--- config.mk ---
export PLATFORM = sky130hd
export DESIGN_NAME = sel_addsub_unit
export DESIGN_NICKNAME = d
export VERILOG_FILES = /design/src/rtl/sel_addsub_unit.sv
export SDC_FILE = /design/constraint.sdc
export NUM_CORES = 1
export LEC_CHECK = 0
export BUFFER_PORTS_ARGS = -buffer_cell sky130_fd_sc_hd__buf_2
export CORE_MARGIN = 4
export CORE_UTILIZATION = 51
export CTS_BUF_LIST = sky130_fd_sc_hd__clkbuf_16
export CTS_CLUSTER_DIAMETER = 120
export DETAILED_ROUTE_END_ITERATION = 7
export PLACE_DENSITY = 0.94
export SLEW_MARGIN = 20
export SYNTH_ARGS = -nofsm -noshare
export SYNTH_HDL_FRONTEND = slang
export SYNTH_SLANG_ARGS = --single-unit
--- constraint.sdc ---
create_clock -name clk -period 0.8 [get_ports clk]
set_input_delay 0.16 -clock clk [delete_from_list [all_inputs] [get_ports clk]]
set_output_delay 0.16 -clock clk [all_outputs]
set_load 0.02 [all_outputs]
--- src/rtl/sel_addsub_unit.sv ---
// Registered select/add/subtract datapath: four independent result lanes with 1-cycle latency.
// Optional carry/borrow flag outputs are enabled by defining SEL_ADDSUB_FLAGS_EN.
module sel_addsub_unit #(
    parameter int AB_W = 9,
    parameter int CD_W = 3,
    parameter int O2_W = 3
) (
    input  logic            clk,
    input  logic            rst_n,
    input  logic            s,
    input  logic [AB_W-1:0] a,
    input  logic [AB_W-1:0] b,
    input  logic [CD_W-1:0] c,
    input  logic [CD_W-1:0] d,
    output logic [AB_W-1:0] o1,
    output logic [O2_W-1:0] o2,
    output logic [CD_W-1:0] o3,
    output logic [CD_W-1:0] o4
`ifdef SEL_ADDSUB_FLAGS_EN
    ,
    output logic            o1_cy,
    output logic            o4_bw
`endif
);

    logic [AB_W-1:0] w_ab_sum;
    logic [O2_W-1:0] w_ab_diff;
    logic [CD_W-1:0] w_cd_sum;
    logic [CD_W-1:0] w_cd_diff;

    logic [AB_W-1:0] w_o1_nxt;
    logic [O2_W-1:0] w_o2_nxt;
    logic [CD_W-1:0] w_o3_nxt;
    logic [CD_W-1:0] w_o4_nxt;

    logic [AB_W-1:0] r_o1;
    logic [O2_W-1:0] r_o2;
    logic [CD_W-1:0] r_o3;
    logic [CD_W-1:0] r_o4;

    // Only the low O2_W bits of a and b ever reach o2, so the subtract is kept narrow.
    assign w_ab_diff = a[O2_W-1:0] - b[O2_W-1:0];
    assign w_cd_sum  = d + c;

`ifdef SEL_ADDSUB_FLAGS_EN
    logic w_cy;
    logic w_bw;
    logic w_cy_nxt;
    logic w_bw_nxt;
    logic r_cy;
    logic r_bw;

    // The extra MSB of the widened add/subtract is the carry or borrow.
    assign {w_cy, w_ab_sum}  = {1'b0, a} + {1'b0, b};
    assign {w_bw, w_cd_diff} = {1'b0, c} - {1'b0, d};

    // Flags are forced low in pass/constant mode.
    always_comb begin
        w_cy_nxt = 1'b0;
        w_bw_nxt = 1'b0;
        if (s) begin
            w_cy_nxt = 1'b0;
            w_bw_nxt = 1'b0;
        end else begin
            w_cy_nxt = w_cy;
            w_bw_nxt = w_bw;
        end
    end

    // Flag registers share the datapath's reset and latency.
    always_ff @(posedge clk or negedge rst_n) begin
        if (!rst_n) begin
            r_cy <= 1'b0;
            r_bw <= 1'b0;
        end else begin
            r_cy <= w_cy_nxt;
            r_bw <= w_bw_nxt;
        end
    end

    assign o1_cy = r_cy;
    assign o4_bw = r_bw;
`else
    assign w_ab_sum  = a + b;
    assign w_cd_diff = c - d;
`endif

    // Lane select: arithmetic results when s=0, pass/constant values when s=1.
    always_comb begin
        w_o1_nxt = {AB_W{1'b0}};
        w_o2_nxt = {O2_W{1'b0}};
        w_o3_nxt = {CD_W{1'b0}};
        w_o4_nxt = {CD_W{1'b0}};
        if (s) begin
            w_o1_nxt = {AB_W{1'b0}};
            w_o2_nxt = a[O2_W-1:0];
            w_o3_nxt = {CD_W{1'b1}};
            w_o4_nxt = d;
        end else begin
            w_o1_nxt = w_ab_sum;
            w_o2_nxt = w_ab_diff;
            w_o3_nxt = w_cd_sum;
            w_o4_nxt = w_cd_diff;
        end
    end

    // Result registers; asynchronous reset discards any in-flight result.
    always_ff @(posedge clk or negedge rst_n) begin
        if (!rst_n) begin
            r_o1 <= {AB_W{1'b0}};
            r_o2 <= {O2_W{1'b0}};
            r_o3 <= {CD_W{1'b0}};
            r_o4 <= {CD_W{1'b0}};
        end else begin
            r_o1 <= w_o1_nxt;
            r_o2 <= w_o2_nxt;
            r_o3 <= w_o3_nxt;
            r_o4 <= w_o4_nxt;
        end
    end

    assign o1 = r_o1;
    assign o2 = r_o2;
    assign o3 = r_o3;
    assign o4 = r_o4;

endmodule

==> metrics.cfg, run 1 <==
[place]
dpl.hpwl_mm=2.38
numPortBuffers=44
gp_congestion=0.822

[clock_network]
numCtsBuffers=3
cts_resized=68
cts_hold_buf=1
cts.htree.levels=1
clock-sinks=18
cts_setup_buffers=7
clockBufferDepth=2
cts.root.buffer_cell=clkbuf_16

[floorplanning]
die_w_um=54.7
start_util_pct=55.0
die_y_um=54.7
rows=16
io_pins=45

[yosys]
synthCells=106
avgSynthCellArea_um2=10.5
synth_xor_area_share_pct=6.30
synth_mux_area_share_pct=2.81
ys_seq_area_share_pct=40.5
yosys.area_share.simple_pct=13.9
async_reset_ff_share_pct=100
synth.distinct_cells=34
synth_edf_count=0
synth_seq_cells=18
synth_nets=149
synth_top_family_by_area=adder cells
synthTopCellsByArea=dfrtp_1 (40%), ha_1 (13%), fa_1 (7.2%), xnor2_1 (4.7%), nor2_1 (3.4%)
synth.top_cell.area_share_pct=40.5
yosysTopAreaCell=dfrtp_1
ys.flop_type=dfrtp_1
synth_compound_area_share_pct=11.4
syn_area_mm2=0.00111
synth.yosys.warnings=0
synthAdderAreaFrac_pct=20.7

[run_status]
status=did not finish
haltStage=clock tree synthesis
tool.error=[ERROR DPL-0038] Utilization greater than 100%, impossible to legalize

-- kinds of logic after synthesis --
family,after synthesis
compound gates,19
xor+xnor,8
fa+ha+maj,16
buf+inv,11
flops,18
mux,3
simple gates,31
-- synth_stat cells (all sizes together) (2+ instances only) --
cell type and instances:
a21o 3, a21oi 3, clkbuf 2, dfrtp 18, fa 4, ha 12, inv 8, mux2i 2
nand2 4, nand2b 3, nand3 2, nor2 10, nor2b 3, nor3 3, o21a 2, o21ai 4
or3 2, xnor2 6, xor2 2
-- per-stage QoR --
step / setup WS (ns) / area [µm²] / cells
after floorplan: -0.746 / 1260 / 106
after global placement: -0.819 / 1620 / 192
after detailed placement: -0.870 / 1620 / 192
==> run 2, diff against run 1 <==
--- a/config.mk
+++ b/config.mk
@@ -6,12 +6,10 @@
 export NUM_CORES = 1
 export LEC_CHECK = 0
 export BUFFER_PORTS_ARGS = -buffer_cell sky130_fd_sc_hd__buf_2
-export CORE_MARGIN = 4
-export CORE_UTILIZATION = 51
-export CTS_BUF_LIST = sky130_fd_sc_hd__clkbuf_16
-export CTS_CLUSTER_DIAMETER = 120
+export CORE_AREA = 4 4 65 67
 export DETAILED_ROUTE_END_ITERATION = 7
-export PLACE_DENSITY = 0.94
+export DIE_AREA = 0 0 69 71
+export PLACE_DENSITY_LB_ADDON = 0.15
 export SLEW_MARGIN = 20
 export SYNTH_ARGS = -nofsm -noshare
 export SYNTH_HDL_FRONTEND = slang
==> run 2 against run 1 <==
Compared with the run above: the flow now finishes, with violations (setup timing); synthesized cell count unchanged; synthesized area unchanged.
==> metrics.cfg, run 2 <==
[run_status]
status=finished with violations
failed_checks=setup timing

[setup_path]
critPathTopFamily=simple AND/OR/NAND/NOR gates
worstSetupPathType=in2reg
arrival_ns=1.50
slowest_stage=or4_1
path_cells=buf_6 -> ha_4 -> a21o_1 -> a31o_1 -> or4_1 -> o21ai_1
cp.required_ns=0.98
cp_num_buf_inv=1
crit_path_start_kind=input port
cp_slowest_stage_delay_ns=0.52
critPathMaxFanout=3
endpoint_kind=flop

[yosys]
yosysTopAreaCell=dfrtp_1
synthTopCellsByArea=dfrtp_1 (40%), ha_1 (13%), fa_1 (7.2%), xnor2_1 (4.7%), nor2_1 (3.4%)
synth_mux_area_share_pct=2.81
ys_seq_area_share_pct=40.5
synthCells=106
synth.yosys.warnings=0
synth_nets=149
ys.flop_type=dfrtp_1
synth.distinct_cells=34
synthAdderAreaFrac_pct=20.7
avgSynthCellArea_um2=10.5
synth_compound_area_share_pct=11.4
synth_xor_area_share_pct=6.30
async_reset_ff_share_pct=100
yosys.area_share.simple_pct=13.9
synth.top_cell.area_share_pct=40.5
synth.most_common_cell=dfrtp_1
synth_top_family_by_area=adder cells
synth_edf_count=0
syn_area_mm2=0.00111
yosys-top-cells-count=dfrtp_1 (18), ha_1 (12), nor2_1 (10), inv_1 (8), xnor2_1 (6)
synth_seq_cells=18

[cells_and_area]
final_common_cell=buf_6
drive_gt1_share_pct=60.1
final_core_util_pct=56.6
largest_register_ffs=9
area_delta_synth_final_pct=84.9
layout.filler_cells=335
final_cell_mix=buf_6 (27), buf_2 (18), dfrtp_1 (18)
diodes=0
fin_nets=217

[pwr]
power-per-cell-area_mw_per_mm2=1460
peakVddDrop_mv=0.643
power.leakage_nw=0.952

[routing]
vias=974
drt-total-wl_mm=2.72
drc_errors=0
ant_nets=0
drtIter0Drc=27
first_pass_iters=4
avgRoutedWirePerCell_um=12.3
viasPerCell=4.41

[clock_network]
clock-sinks=18
clockBufferDepth=2
cts.root.buffer_cell=clkbuf_8
numCtsBuffers=3
cts.htree.levels=1
cts_tree=built
clkTransAtPathRegs_ns=0.07

[worst_hold_path]
whs_endpoint=o4[2]
worstHoldStart=d[2]
hold_path.class=in2reg
whs_path_depth=2

[place]
numPortBuffers=44
dpl.hpwl_mm=2.09
dp_worst_setup_slack_ns=-0.869
gp_congestion=0.739

[sta]
finalCriticalPeriod_ns=1.32
fmax_ghz=0.755
hold_violations=0
rsz0062_at_grt=yes
finalMaxSlewViolations=0
slew_headroom_pct=72.4
finalSetupViolations=32
tightest_slew_ns=0.415
worst_slack_ns=-0.525
finalCritPeriodShare_pct=166

[floorplanning]
core_region_area_mm2=0.00363
die_w_um=69
die_area_mm2=0.00490
die_y_um=71
io_pins=45
rows=22
start_util_pct=30.6

[global_route]
grt_pass1_vias=1071
grtUsageTotal_pct=10.9
antenna_found_initial=0
grt_first_pass_wirelength_mm=4.49
grt_overflow_total=0
grt_max_degree=19

[job]
max_cap_viol_count=0

## run 2: cells by family (layout without fill, tap and decap cells)
| group | after synthesis | in the layout |
|---|---|---|
| AO/OA/AOI/OAI | 19 | 19 |
| XOR/XNOR | 8 | 8 |
| adder cells (fa/ha/maj) | 16 | 16 |
| buffers and inverters | 11 | 78 |
| flip-flops | 18 | 18 |
| multiplexers | 3 | 3 |
| AND/OR/NAND/NOR | 31 | 31 |
## run 2: what timing repair did
action,4_1_cts,5_1_grt
resized for setup,65,15
cloned,0,0
hold buffers,1,0
pin swaps,16,5
buffers inserted,3,1
hold endpoints to repair,18,0
endpoints found under the setup margin,32,32
## run 2: where the power goes
part           internal [mW]  switching (mW)
combinational          0.661           0.544
sequential              1.01          0.0484
clock                  0.437           0.304
## run 2: stage by stage
| step | power [mW] | setup TNS, ns | area, µm² | hold slack (ns) | cells |
|---|---|---|---|---|---|
| after floorplan | 1.59 | -4.52 | 1260 | -0.136 | 106 |
| after global placement | 1.95 | -8.09 | 1640 | 0.109 | 212 |
| after detailed placement | 1.97 | -8.31 | 1640 | 0.117 | 212 |
| after CTS | 2.98 | -5.81 | 1980 | 0.113 | 220 |
| after global routing | 3.17 | -6.44 | 2060 | 0.140 | 221 |
| final | 3.01 | -5.61 | 2060 | 0.138 | 221 |
## run 2: routing by layer
metal	GRT usage (%)	wire length (µm)
met1	12.0	1050
met2	21.3	1490
met3	2.56	172
met4	1.74	10
met5	0	0
## run 2: how the worst max path moves through the flow
stage | from | end | slack (ns) | cells after the start
after global placement | a[0] | o1[8] | -0.84 | 7
after floorplan | a[5] | o1[7] | -0.75 | 6
after global routing | a[7] | o1[8] | -0.55 | 6
after CTS | b[0] | o1[8] | -0.54 | 7
final | a[5] | o1[8] | -0.52 | 6
after detailed placement | a[0] | o1[8] | -0.87 | 7
## run 2: cell type report
type	instances	area [µm²]	area share [%]
sequential	18	450	21.9
tap	48	60.1	2.92
multi-input combinational	77	832	40.5
timing repair buffer	66	602	29.3
clock buffer	4	55.1	2.68
inverter	8	57.6	2.80
Power figures use the tool's default switching activity.
